File: config.mk
export PLATFORM = sky130hd
export DESIGN_NAME = ascon_aead128_axi_slave
export DESIGN_NICKNAME = d
export VERILOG_FILES = /design/src/rtl/ascon_aead128_pkg.sv /design/src/rtl/ascon_aead128_axi_wr_ch.sv /design/src/rtl/ascon_aead128_axi_slave.sv
export SDC_FILE = /design/constraint.sdc
export NUM_CORES = 1
export LEC_CHECK = 0
export CAP_MARGIN = 20
export CORE_AREA = 2 2 341 343
export DETAILED_ROUTE_END_ITERATION = 6
export DIE_AREA = 0 0 343 345
export RECOVER_POWER = 50
export SLEW_MARGIN = 10
export SYNTH_ARGS = -nofsm -noshare
export SYNTH_HDL_FRONTEND = slang
export SYNTH_SLANG_ARGS = --single-unit
File: constraint.sdc
create_clock -name aclk -period 3.4 [get_ports aclk]
set_clock_uncertainty 0.1 [all_clocks]
set_input_delay 1.02 -clock aclk [delete_from_list [all_inputs] [get_ports aclk]]
set_output_delay 1.02 -clock aclk [all_outputs]
set_load 0.005 [all_outputs]
File: src/rtl/ascon_aead128_pkg.sv
// Shared register map, response codes and small helpers for the Ascon-AEAD128 AXI front-end.
package ascon_aead128_pkg;

    localparam int unsigned NB_REGS = 26;

    localparam logic [1:0] RESP_OKAY   = 2'b00;
    localparam logic [1:0] RESP_SLVERR = 2'b10;

    localparam int unsigned STATUS_READY      = 0;
    localparam int unsigned STATUS_AEAD_END   = 1;
    localparam int unsigned STATUS_DOUT_VALID = 2;

    typedef enum logic [4:0] {
        RegControl = 5'd0,
        RegStatus  = 5'd1,
        RegKey0    = 5'd2,
        RegNonce0  = 5'd6,
        RegAd0     = 5'd10,
        RegAd3     = 5'd13,
        RegDin0    = 5'd14,
        RegDin3    = 5'd17,
        RegDout0   = 5'd18,
        RegTag0    = 5'd22
    } reg_idx_e;

    function automatic logic [6:0] index_to_byte_offset(input logic [4:0] idx);
        return {idx, 2'b00};
    endfunction

    function automatic logic in_block(input logic [4:0] idx, input logic [4:0] base);
        return (idx >= base) && (idx <= base + 5'd3);
    endfunction

    // Replace the masked bits of 32-bit word 'sel' inside a 128-bit operand.
    function automatic logic [127:0] merge_word(input logic [127:0] old, input logic [1:0] sel,
                                                input logic [31:0] data, input logic [31:0] mask);
        logic [127:0] m;
        logic [127:0] d;
        m = {96'b0, mask} << {sel, 5'b0};
        d = {96'b0, data & mask} << {sel, 5'b0};
        return (old & ~m) | d;
    endfunction

endpackage

File: src/rtl/ascon_aead128_axi_wr_ch.sv
// AXI4-Lite write channel: independent AW/W holders, single outstanding B response,
// and byte-strobe to bit-mask expansion for the register file.
module ascon_aead128_axi_wr_ch
    import ascon_aead128_pkg::*;
#(
    parameter int unsigned IDX_W = 5
) (
    input  logic             aclk,
    input  logic             aresetn,
    input  logic [IDX_W-1:0] aw_idx_i,
    input  logic             awvalid_i,
    output logic             awready_o,
    input  logic [31:0]      wdata_i,
    input  logic [3:0]       wstrb_i,
    input  logic             wvalid_i,
    output logic             wready_o,
    output logic [1:0]       bresp_o,
    output logic             bvalid_o,
    input  logic             bready_i,
    input  logic             wr_slverr_i,
    output logic             wr_en_o,
    output logic [IDX_W-1:0] wr_idx_o,
    output logic [31:0]      wr_data_o,
    output logic [31:0]      wr_mask_o
);

    logic             init_q;
    logic             aw_full_q;
    logic             w_full_q;
    logic             bvalid_q;
    logic [IDX_W-1:0] aw_idx_q;
    logic [31:0]      w_data_q;
    logic [3:0]       w_strb_q;
    logic [1:0]       bresp_q;
    logic             b_done;

    // init_q keeps the readies low while reset is asserted.
    assign awready_o = init_q && !aw_full_q;
    assign wready_o  = init_q && !w_full_q;
    assign wr_en_o   = aw_full_q && w_full_q && !bvalid_q;
    assign b_done    = bvalid_q && bready_i;

    assign bvalid_o  = bvalid_q;
    assign bresp_o   = bresp_q;
    assign wr_idx_o  = aw_idx_q;
    assign wr_data_o = w_data_q;

    always_comb begin
        wr_mask_o = '0;
        for (int b = 0; b < 4; b++) begin
            wr_mask_o[8*b +: 8] = {8{w_strb_q[b]}};
        end
    end

    always_ff @(posedge aclk or negedge aresetn) begin
        if (!aresetn) begin
            init_q    <= 1'b0;
            aw_full_q <= 1'b0;
            w_full_q  <= 1'b0;
            bvalid_q  <= 1'b0;
            aw_idx_q  <= '0;
            w_data_q  <= '0;
            w_strb_q  <= '0;
            bresp_q   <= RESP_OKAY;
        end else begin
            init_q <= 1'b1;
            if (awvalid_i && awready_o) begin
                aw_full_q <= 1'b1;
                aw_idx_q  <= aw_idx_i;
            end else if (b_done) begin
                aw_full_q <= 1'b0;
            end
            if (wvalid_i && wready_o) begin
                w_full_q <= 1'b1;
                w_data_q <= wdata_i;
                w_strb_q <= wstrb_i;
            end else if (b_done) begin
                w_full_q <= 1'b0;
            end
            if (wr_en_o) begin
                bvalid_q <= 1'b1;
                bresp_q  <= wr_slverr_i ? RESP_SLVERR : RESP_OKAY;
            end else if (b_done) begin
                bvalid_q <= 1'b0;
            end
        end
    end

endmodule

File: src/rtl/ascon_aead128_axi_slave.sv
// AXI4-Lite register front-end for the Ascon-AEAD128 core: operand/control registers,
// output capture registers, sticky status and an inline read path.
module ascon_aead128_axi_slave
    import ascon_aead128_pkg::*;
#(
    parameter int unsigned ADDR_WIDTH = 7
) (
    input  logic                  aclk,
    input  logic                  aresetn,
    input  logic [ADDR_WIDTH-1:0] awaddr,
    input  logic [2:0]            awprot,
    input  logic                  awvalid,
    output logic                  awready,
    input  logic [31:0]           wdata,
    input  logic [3:0]            wstrb,
    input  logic                  wvalid,
    output logic                  wready,
    output logic [1:0]            bresp,
    output logic                  bvalid,
    input  logic                  bready,
    input  logic [ADDR_WIDTH-1:0] araddr,
    input  logic [2:0]            arprot,
    input  logic                  arvalid,
    output logic                  arready,
    output logic [31:0]           rdata,
    output logic [1:0]            rresp,
    output logic                  rvalid,
    input  logic                  rready,
    output logic [127:0]          key_o,
    output logic [127:0]          nonce_o,
    output logic                  start_o,
    output logic                  mode_o,
    output logic [127:0]          ad_o,
    output logic                  ad_valid_o,
    output logic [127:0]          din_o,
    output logic                  din_valid_o,
    input  logic                  core_ready_i,
    input  logic [127:0]          dout_i,
    input  logic                  dout_valid_i,
    input  logic [127:0]          tag_i,
    input  logic                  tag_valid_i
);

    localparam int unsigned IDX_W = ADDR_WIDTH - 2;
    localparam logic [IDX_W-1:0] LAST_IDX = IDX_W'(NB_REGS - 1);

    logic [31:0]  control_q;
    logic [127:0] key_q, nonce_q, ad_q, din_q, dout_q, tag_q;
    logic         aead_end_q, dout_valid_q, ad_valid_q, din_valid_q;
    logic         init_q, rvalid_q;
    logic [31:0]  rdata_q;
    logic [1:0]   rresp_q;

    logic             wr_en, wr_writable, wr_apply, start_clr, din_clr;
    logic [IDX_W-1:0] wr_idx;
    logic [31:0]      wr_data, wr_mask, status, rd_data;
    logic [1:0]       wr_sel, rd_sel, rd_resp;
    logic [IDX_W-1:0] rd_idx;
    logic             unused_sig;

    assign unused_sig = ^{awprot, arprot, awaddr[1:0], araddr[1:0]};

    ascon_aead128_axi_wr_ch #(
        .IDX_W(IDX_W)
    ) u_wr_ch (
        .aclk       (aclk),
        .aresetn    (aresetn),
        .aw_idx_i   (awaddr[ADDR_WIDTH-1:2]),
        .awvalid_i  (awvalid),
        .awready_o  (awready),
        .wdata_i    (wdata),
        .wstrb_i    (wstrb),
        .wvalid_i   (wvalid),
        .wready_o   (wready),
        .bresp_o    (bresp),
        .bvalid_o   (bvalid),
        .bready_i   (bready),
        .wr_slverr_i(!wr_writable),
        .wr_en_o    (wr_en),
        .wr_idx_o   (wr_idx),
        .wr_data_o  (wr_data),
        .wr_mask_o  (wr_mask)
    );

    assign wr_writable = (wr_idx == RegControl) || in_block(wr_idx, RegKey0) ||
                         in_block(wr_idx, RegNonce0) || in_block(wr_idx, RegAd0) ||
                         in_block(wr_idx, RegDin0);
    assign wr_apply  = wr_en && wr_writable && (|wr_mask);
    // Operand blocks start at indices 2 mod 4, so word-in-block is idx[1:0] - 2.
    assign wr_sel    = wr_idx[1:0] - 2'd2;
    assign rd_sel    = rd_idx[1:0] - 2'd2;
    assign start_clr = wr_apply && (wr_idx == RegControl) && wr_mask[0] && wr_data[0];
    assign din_clr   = wr_apply && (wr_idx == RegDin3);

    always_ff @(posedge aclk or negedge aresetn) begin
        if (!aresetn) begin
            control_q    <= '0;
            key_q        <= '0;
            nonce_q      <= '0;
            ad_q         <= '0;
            din_q        <= '0;
            dout_q       <= '0;
            tag_q        <= '0;
            aead_end_q   <= 1'b0;
            dout_valid_q <= 1'b0;
            ad_valid_q   <= 1'b0;
            din_valid_q  <= 1'b0;
        end else begin
            if (wr_apply) begin
                if (wr_idx == RegControl) control_q <= (control_q & ~wr_mask) | (wr_data & wr_mask);
                if (in_block(wr_idx, RegKey0))   key_q   <= merge_word(key_q, wr_sel, wr_data, wr_mask);
                if (in_block(wr_idx, RegNonce0)) nonce_q <= merge_word(nonce_q, wr_sel, wr_data, wr_mask);
                if (in_block(wr_idx, RegAd0))    ad_q    <= merge_word(ad_q, wr_sel, wr_data, wr_mask);
                if (in_block(wr_idx, RegDin0))   din_q   <= merge_word(din_q, wr_sel, wr_data, wr_mask);
            end
            ad_valid_q  <= wr_apply && (wr_idx == RegAd3);
            din_valid_q <= din_clr;
            if (dout_valid_i) dout_q <= dout_i;
            if (tag_valid_i)  tag_q  <= tag_i;
            // Set events take priority over clears landing in the same cycle.
            if (tag_valid_i)    aead_end_q <= 1'b1;
            else if (start_clr) aead_end_q <= 1'b0;
            if (dout_valid_i)              dout_valid_q <= 1'b1;
            else if (start_clr || din_clr) dout_valid_q <= 1'b0;
        end
    end

    always_comb begin
        status                    = '0;
        status[STATUS_READY]      = core_ready_i && !ad_valid_q && !din_valid_q;
        status[STATUS_AEAD_END]   = aead_end_q;
        status[STATUS_DOUT_VALID] = dout_valid_q;
    end

    assign rd_idx = araddr[ADDR_WIDTH-1:2];

    // KEY words fall through to zero: the key is write-only.
    always_comb begin
        rd_data = '0;
        rd_resp = RESP_OKAY;
        if (rd_idx > LAST_IDX)                rd_resp = RESP_SLVERR;
        else if (rd_idx == RegControl)        rd_data = control_q;
        else if (rd_idx == RegStatus)         rd_data = status;
        else if (in_block(rd_idx, RegNonce0)) rd_data = nonce_q[{rd_sel, 5'b0} +: 32];
        else if (in_block(rd_idx, RegAd0))    rd_data = ad_q[{rd_sel, 5'b0} +: 32];
        else if (in_block(rd_idx, RegDin0))   rd_data = din_q[{rd_sel, 5'b0} +: 32];
        else if (in_block(rd_idx, RegDout0))  rd_data = dout_q[{rd_sel, 5'b0} +: 32];
        else if (in_block(rd_idx, RegTag0))   rd_data = tag_q[{rd_sel, 5'b0} +: 32];
    end

    always_ff @(posedge aclk or negedge aresetn) begin
        if (!aresetn) begin
            init_q   <= 1'b0;
            rvalid_q <= 1'b0;
            rdata_q  <= '0;
            rresp_q  <= RESP_OKAY;
        end else begin
            init_q <= 1'b1;
            if (arvalid && arready) begin
                rvalid_q <= 1'b1;
                rdata_q  <= rd_data;
                rresp_q  <= rd_resp;
            end else if (rvalid_q && rready) begin
                rvalid_q <= 1'b0;
            end
        end
    end

    assign arready     = init_q && !rvalid_q;
    assign rvalid      = rvalid_q;
    assign rdata       = rdata_q;
    assign rresp       = rresp_q;
    assign key_o       = key_q;
    assign nonce_o     = nonce_q;
    assign start_o     = control_q[0];
    assign mode_o      = control_q[1];
    assign ad_o        = ad_q;
    assign ad_valid_o  = ad_valid_q;
    assign din_o       = din_q;
    assign din_valid_o = din_valid_q;

endmodule

After elaboration in Yosys (flattened, before gate mapping)
Index checks and enable logic that the tools add are counted.
- flip-flop bits (word level): 886
- bits of input ports: 322
- word-level logic and storage cells: 139
- output and inout port bits: 557
- order comparisons: 19
- add/sub/neg operators: 2
- eq/ne operators: 3
- multiplexer cells: 20
- shift-type cells: 7
- reduce and logical (&&, ||, !) cells: 53
- bitwise operators: 13
- operators with widths (operator ; count):
    $shiftx A128 B8 Y32 ; 5
    $and A128 B128 Y128 ; 4
    $or A128 B128 Y128 ; 4
    $mux W32 ; 8
    $shl A32 B7 Y128 ; 2
    $not A128 Y128 ; 1
    $and A32 B32 Y32 ; 2
    $not A32 Y32 ; 1
    $or A32 B32 Y32 ; 1
    $logic_and A1 B1 Y1 ; 28
    $ge A5 B4 Y1 const B ; 4
    $le A5 B4 Y1 const B ; 4
    $le A5 B5 Y1 const B ; 4
    $reduce_bool A2 Y1 ; 6
    $ge A5 B3 Y1 const B ; 2
    $ge A5 B5 Y1 const B ; 2
    $logic_not A5 Y1 ; 2
    $mux W1 ; 10
    $reduce_and A2 Y1 ; 5
    $logic_not A1 Y1 ; 6
    $eq A5 B1 Y1 const B ; 1
    $eq A5 B4 Y1 const B ; 1
    $eq A5 B5 Y1 const B ; 1
    $ge A5 B2 Y1 const B ; 1
    6 further kinds ; 12

Logic depth before layout (Yosys ltp)
- depth after elaboration: 14
- mapped depth: 8
- gate-level depth less buffers: 5

By module
From an unflattened synthesis, not the netlist that was laid out.
- cell total of the unflattened synthesis: 3310
- area, all modules: 41730.0 um^2
- modules (own cells, without submodules) (module ; area each (um^2) ; sequential area each (um^2) ; times used ; cells an instance):
    ascon_aead128_axi_slave ; 39625.5 ; 20995.1 ; 1 ; 3175
    ascon_aead128_axi_wr_ch ; 2104.5 ; 1151.1 ; 1 ; 135

Least setup slack after synthesis
Ideal clock, no wire load.
- kind: input -> register
- start point: input araddr[2]
- end point: register rdata_q[22], in the netlist rdata[22]
- path buffers: 3
- setup time: 0.126 ns
- required time: 3.174 ns
- data arrival time: 2.727 ns
- cell stages on the path: 8
- setup slack: 0.447 ns
- path through: clkbuf_1 > buf_2 > buf_1 > mux2i_1 > o22ai_1 > nor4_1 > a211oi_1 > a221o_1
- longest elaborated chain between the ends: 10
- elaborated cells on any way between the ends: 32
- classes of those cells: add/sub (1); order compare (11); eq/ne (1); shift (5); mux (8); reduce/logical (6)
- RTL lines (what ; RTL line ; RTL):
    start, declared ; ascon_aead128_axi_slave.sv:21 ; input logic [ADDR_WIDTH-1:0] araddr,
    $sub A2 B2 Y2 (tied with other cells) ; ascon_aead128_axi_slave.sv:91 ; assign rd_sel = rd_idx[1:0] - 2'd2;
    $shiftx A128 B8 Y32 / $logic_and A1 B1 Y1 (equally long branches) ; ascon_aead128_axi_slave.sv:148, ascon_aead128_pkg.sv:31 ;
    $mux W32 ; ascon_aead128_axi_slave.sv:148 ; else if (in_block(rd_idx, RegTag0)) rd_data = tag_q[{rd_sel, 5'b0} +: 32];
    $mux W32 ; ascon_aead128_axi_slave.sv:147 ; else if (in_block(rd_idx, RegDout0)) rd_data = dout_q[{rd_sel, 5'b0} +: 32];
    $mux W32 ; ascon_aead128_axi_slave.sv:146 ; else if (in_block(rd_idx, RegDin0)) rd_data = din_q[{rd_sel, 5'b0} +: 32];
    $mux W32 ; ascon_aead128_axi_slave.sv:145 ; else if (in_block(rd_idx, RegAd0)) rd_data = ad_q[{rd_sel, 5'b0} +: 32];
    $mux W32 ; ascon_aead128_axi_slave.sv:144 ; else if (in_block(rd_idx, RegNonce0)) rd_data = nonce_q[{rd_sel, 5'b0} +: 32];
    $mux W32 ; ascon_aead128_axi_slave.sv:143 ; else if (rd_idx == RegStatus) rd_data = status;
    $mux W32 ; ascon_aead128_axi_slave.sv:142 ; else if (rd_idx == RegControl) rd_data = control_q;
    $mux W32 (*) ; ascon_aead128_axi_slave.sv:141 ; if (rd_idx > LAST_IDX) rd_resp = RESP_SLVERR;
    end signal, assigned ; ascon_aead128_axi_slave.sv:161 ; rdata_q <= rd_data;
    end, declared ; ascon_aead128_axi_slave.sv:51 ; logic [31:0] rdata_q;
Every way passes the cells marked *; elsewhere a longest branch is shown, timed or not.
A chain may end at the register's enable or synchronous reset.

Final worst setup path
- start point: input araddr[4]
- end point: register rdata_q[8], in the netlist rdata[8]
- longest elaborated chain between the ends: 10
- elaborated cells on any way between the ends: 26
- classes of those cells: order compare (11); eq/ne (1); mux (8); reduce/logical (6)
- RTL lines (what ; RTL line ; RTL):
    $ge A5 B5 Y1 / $le A5 B5 Y1 (equally long branches) ; ascon_aead128_pkg.sv:31 ; return (idx >= base) && (idx <= base + 5'd3);
    $logic_and A1 B1 Y1 ; ascon_aead128_pkg.sv:31 ;
    $mux W32 ; ascon_aead128_axi_slave.sv:148 ;
    $mux W32 ; ascon_aead128_axi_slave.sv:147 ;
    $mux W32 ; ascon_aead128_axi_slave.sv:146 ;
    $mux W32 ; ascon_aead128_axi_slave.sv:145 ;
    $mux W32 ; ascon_aead128_axi_slave.sv:144 ;
    $mux W32 ; ascon_aead128_axi_slave.sv:143 ;
    $mux W32 ; ascon_aead128_axi_slave.sv:142 ;
    $mux W32 (*) ; ascon_aead128_axi_slave.sv:141 ;
Marked as above.

==> impl_metrics.py <==
metrics = {
    "setup_path": {
        "critical_path_arrival_ps": 3730,
        "critical_path_buf_inv_count": 4,
        "cp_max_stage_delay_ps": 680,
        "cp-startpoint": "araddr[4]",
        "critPathLaunchType": "input port",
        "crit_path_capture": "rdata[8]$_DFFE_PN0P_",
        "critical_path.reg2reg.startpoint": "u_wr_ch.bvalid_o$_DFFE_PN0P_",
        "cp_data_required_time_ps": 3860,
        "worst_path_depth": 9,
        "cpMaxStageDelayCell": "nor4_1",
        "reg2reg_to": "key_o[5]$_DFFE_PN0P_",
        "critical_path.max_fanout": 12,
        "critical_path_cell_sequence": "clkdlybuf4s50_1, buf_4, nand4bb_2, buf_4, buf_4, o22ai_1, nor4_1, a211oi_1, a221o_1",
        "cp_common_cell": "buf_4",
        "rrSetupSlack_ps": 330,
        "critical_path.endpoint_type": "flop",
        "setup.worst_path.class": "input port to flop",
        "critical-path-top-delay-family": "buffers and inverters",
        "worstRegToRegCells": 5,
    },
    "die": {
        "floorplan.die.height_microns": 345,
        "die_w_microns": 343,
        "io_pins": 879,
        "fp.coreArea_sq_um": 115100,
        "initial_utilization_pct": 33.85,
        "area_enclosed_by_the_die_boundary_sq_um": 118300,
        "std_cell_rows": 125,
    },
    "placed_design": {
        "post_dp_cell_area_sq_um": 51010,
        "gp_routability_congestion": 0.8748,
        "io_buffers": 866,
        "dp_hpwl_microns": 123100,
    },
    "global_routing": {
        "grt-ovfl-total": 0,
        "grt_resource_usage_total_pct": 26.27,
        "via_count_of_the_first_global_routing_pass": 28280,
        "grt_antenna_before_repair": 38,
        "largest_net_degree_at_the_start_of_global_routing": 99,
        "grt_first_pass_wirelength_microns": 221600,
    },
    "drt": {
        "firstDrtPassIters": 5,
        "via_count": 27850,
        "totalWireLength_microns": 158300,
        "final_antenna_net_count": 0,
        "post_drt_wl_per_cell_microns": 30.01,
        "drc": 0,
        "number_of_drc_markers_in_iteration_0": 1939,
        "drt-vias-per-instance": 5.280,
    },
    "cts": {
        "post-cts-setup-buffer-count": 0,
        "tritoncts": "yes",
        "cts.hold.buffers_added": 0,
        "clock_path_buffers": 3,
        "clock_sinks": 884,
        "cts_buffers": 102,
        "htree_levels": 3,
        "path_clk_slew_ps": 60,
        "clockRootBuffer": "clkbuf_16",
        "insertion_delay_ps": 690,
        "cts-resized-gates": 0,
    },
    "power": {
        "cellPowerDensity_nw_per_um2": 802.0,
        "total_leakage_power_nw": 24.08,
        "irDropWorstVdd_v": 0.0004219,
    },
    "final_layout": {
        "flow.area_growth_from_synthesis_pct": 39.54,
        "finalInstanceArea_sq_um": 54370,
        "nets": 3975,
        "drive_above_1_share_pct": 35.57,
    },
    "synthesis": {
        "synth.yosys.warnings": 0,
        "synthesized_area_sq_um": 38960,
        "synth.top_cells.by_area": "dfrtp_1, mux2_2, mux2i_1",
        "cell_with_the_most_instances_after_synthesis": "dfrtp_1",
        "synth_top_family_by_area": "multiplexers",
        "synth-adder-area-share_pct": 0,
        "synth-compound-area-share_pct": 4.322,
        "yosys_register_bits": 884,
        "ys_types": 67,
        "synth_flop_cell": "dfrtp_1",
        "synth_simple_gate_area_share_pct": 4.261,
        "synth.top_cell.area_share_pct": 56.78,
        "synthMuxAreaShare_pct": 32.65,
        "syn-instance-count": 2632,
        "async_reset_ff_share_pct": 100.0,
        "synth.largest_area_cell": "dfrtp_1",
        "post_synth_xor_area_fraction_pct": 0.04496,
        "synth-seq-area-share_pct": 56.78,
        "synth_enable_flop_cells": 0,
        "synthTopCellsByCount": "dfrtp_1, mux2_2, mux2i_1",
        "postSynthAreaPerCell_sq_um": 14.80,
    },
    "sta": {
        "timing.final.max_slew_violations": 40,
        "timing.final.hold_violations": 0,
        "finalSetupViolations": 0,
        "worst_slew_margin_rel_pct": -19.60,
        "period_minus_slack_ps": 3271,
        "post-route-period-util_pct": 96.19,
        "tightest_slew_ps": 1794,
        "hold_slack_ps": 382.6,
        "grt_setup_unrepaired": "false",
        "fmaxAchievable_ghz": 0.3058,
    },
    "status": {
        "run_status": "finished, violations left",
        "violations_in_the_final_reports": "capacitance limit, slew limit",
    },
    "job": {
        "max_cap_violations": 1,
    },
    "hold_path": {
        "min-delay-path-class": "flop to flop",
        "holdPathStages": 1,
    },
}
-- worst register-to-register path, stage by stage, from the launching register on --
cell and delay, ps:
dfrtp_1 410, nand3b_4 220, or2_4 310, or4_2 910
nor2_2 600, mux2_2 410
-- metrics by stage --
stage | setup TNS (ps) | setup slack (ps) | total power, mW | std cells | util [%]
CTS | 0 | 281.8 | 43.98 | 5257 | 47.41
global route | 0 | 103.9 | 45.40 | 5264 | 47.21
floorplan | 0 | 447.1 | 21.50 | 2633 | -
finish | 0 | 129.5 | 43.61 | 5274 | 47.23
global placement | -3504 | -413.5 | 31.91 | 5073 | 44.31
detailed placement | -3627 | -452.6 | 32.11 | 5073 | 44.31
-- layer usage --
layer / routed length, microns / vias up / share of wire (%) / track usage [%]
li1: - / 11890 / - / -
met1: 65020 / 14660 / 41 / 33.95
met2: 73450 / 1041 / 46 / 41.27
met3: 14790 / 223 / 9.3 / 8.845
met4: 4828 / 34 / 3.1 / 8.573
met5: 215 / - / 0.14 / 0
-- sequential cells by signal, summed over array words and instances, names as in the netlist, 4 cells and up, named ones only --
name and cells:
dout_q 128, u_wr_ch.w_strb_q 4, key_o 128, u_wr_ch.wr_data_o 32, din_o 128, nonce_o 128
ad_o 128, rdata 32, tag_q 128, u_wr_ch.wr_idx_o 5
-- power breakdown --
group / internal [mW] / leakage, nW / switching (mW)
sequential: 13.8 / 11.5 / 3.99
combinational: 8.57 / 10.8 / 5.49
clock: 7.17 / 1.76 / 4.58
-- cell type report --
type,instances,area (sq um)
timing repair buffer,1087,10560
antenna,17,42.54
multi-input combinational,1573,16150
sequential,884,22120
inverter,5,18.77
fill,10380,60740
tap,1524,1907
clock inverter,28,460.4
clock buffer,156,3109
-- layout by cell type, fill, tap and decap left out, types with 5 or more instances in the layout --
| cell type | count |
|---|---|
| buf_12 | 27 |
| a21oi_1 | 6 |
| nor2_1 | 25 |
| buf_4 | 163 |
| o221ai_1 | 19 |
| mux2i_1 | 159 |
| mux4_2 | 61 |
| clkdlybuf4s50_1 | 857 |
| inv_1 | 5 |
| clkbuf_1 | 42 |
| nor4_1 | 14 |
| a221o_1 | 10 |
| nand3_1 | 14 |
| clkbuf_2 | 11 |
| nor2_8 | 10 |
| a211oi_1 | 28 |
| clkbuf_8 | 29 |
| a2111oi_0 | 17 |
| nor2_2 | 18 |
| clkbuf_16 | 105 |
| mux2_4 | 16 |
| dfrtp_1 | 884 |
| clkinv_2 | 10 |
| diode_2 | 17 |
| nand2_1 | 56 |
| mux2_1 | 32 |
| nor2b_1 | 42 |
| o22ai_1 | 80 |
| mux2_2 | 813 |
| o21ai_0 | 25 |
| a22oi_1 | 36 |
| nor2_4 | 20 |
| bufinv_16 | 12 |
-- how the worst min path moves through the flow --
stage          slack, ps                      to                   start
2_1_floorplan        370   rdata[29]$_DFFE_PN0P_                    flop
4_1_cts              170  tag_q[120]$_DFFE_PN0P_                 aresetn
3_5_place_dp         370  key_o[122]$_DFFE_PN0P_  key_o[122]$_DFFE_PN0P_
6_report             380  key_o[121]$_DFFE_PN0P_  key_o[121]$_DFFE_PN0P_
3_3_place_gp         370   key_o[24]$_DFFE_PN0P_   key_o[24]$_DFFE_PN0P_
5_1_grt              400  key_o[109]$_DFFE_PN0P_  key_o[109]$_DFFE_PN0P_
-- cells by family (layout without fill, tap and decap cells) --
family,Yosys count,after routing
xor gates and xnor gates,2,2
AOI/OAI and AO/OA,238,238
muxes,1081,1081
buffers and inverters,176,1276
DFF,884,884
and+or+nand+nor,249,249
other,2,20
(Power assumes the default switching activity.)
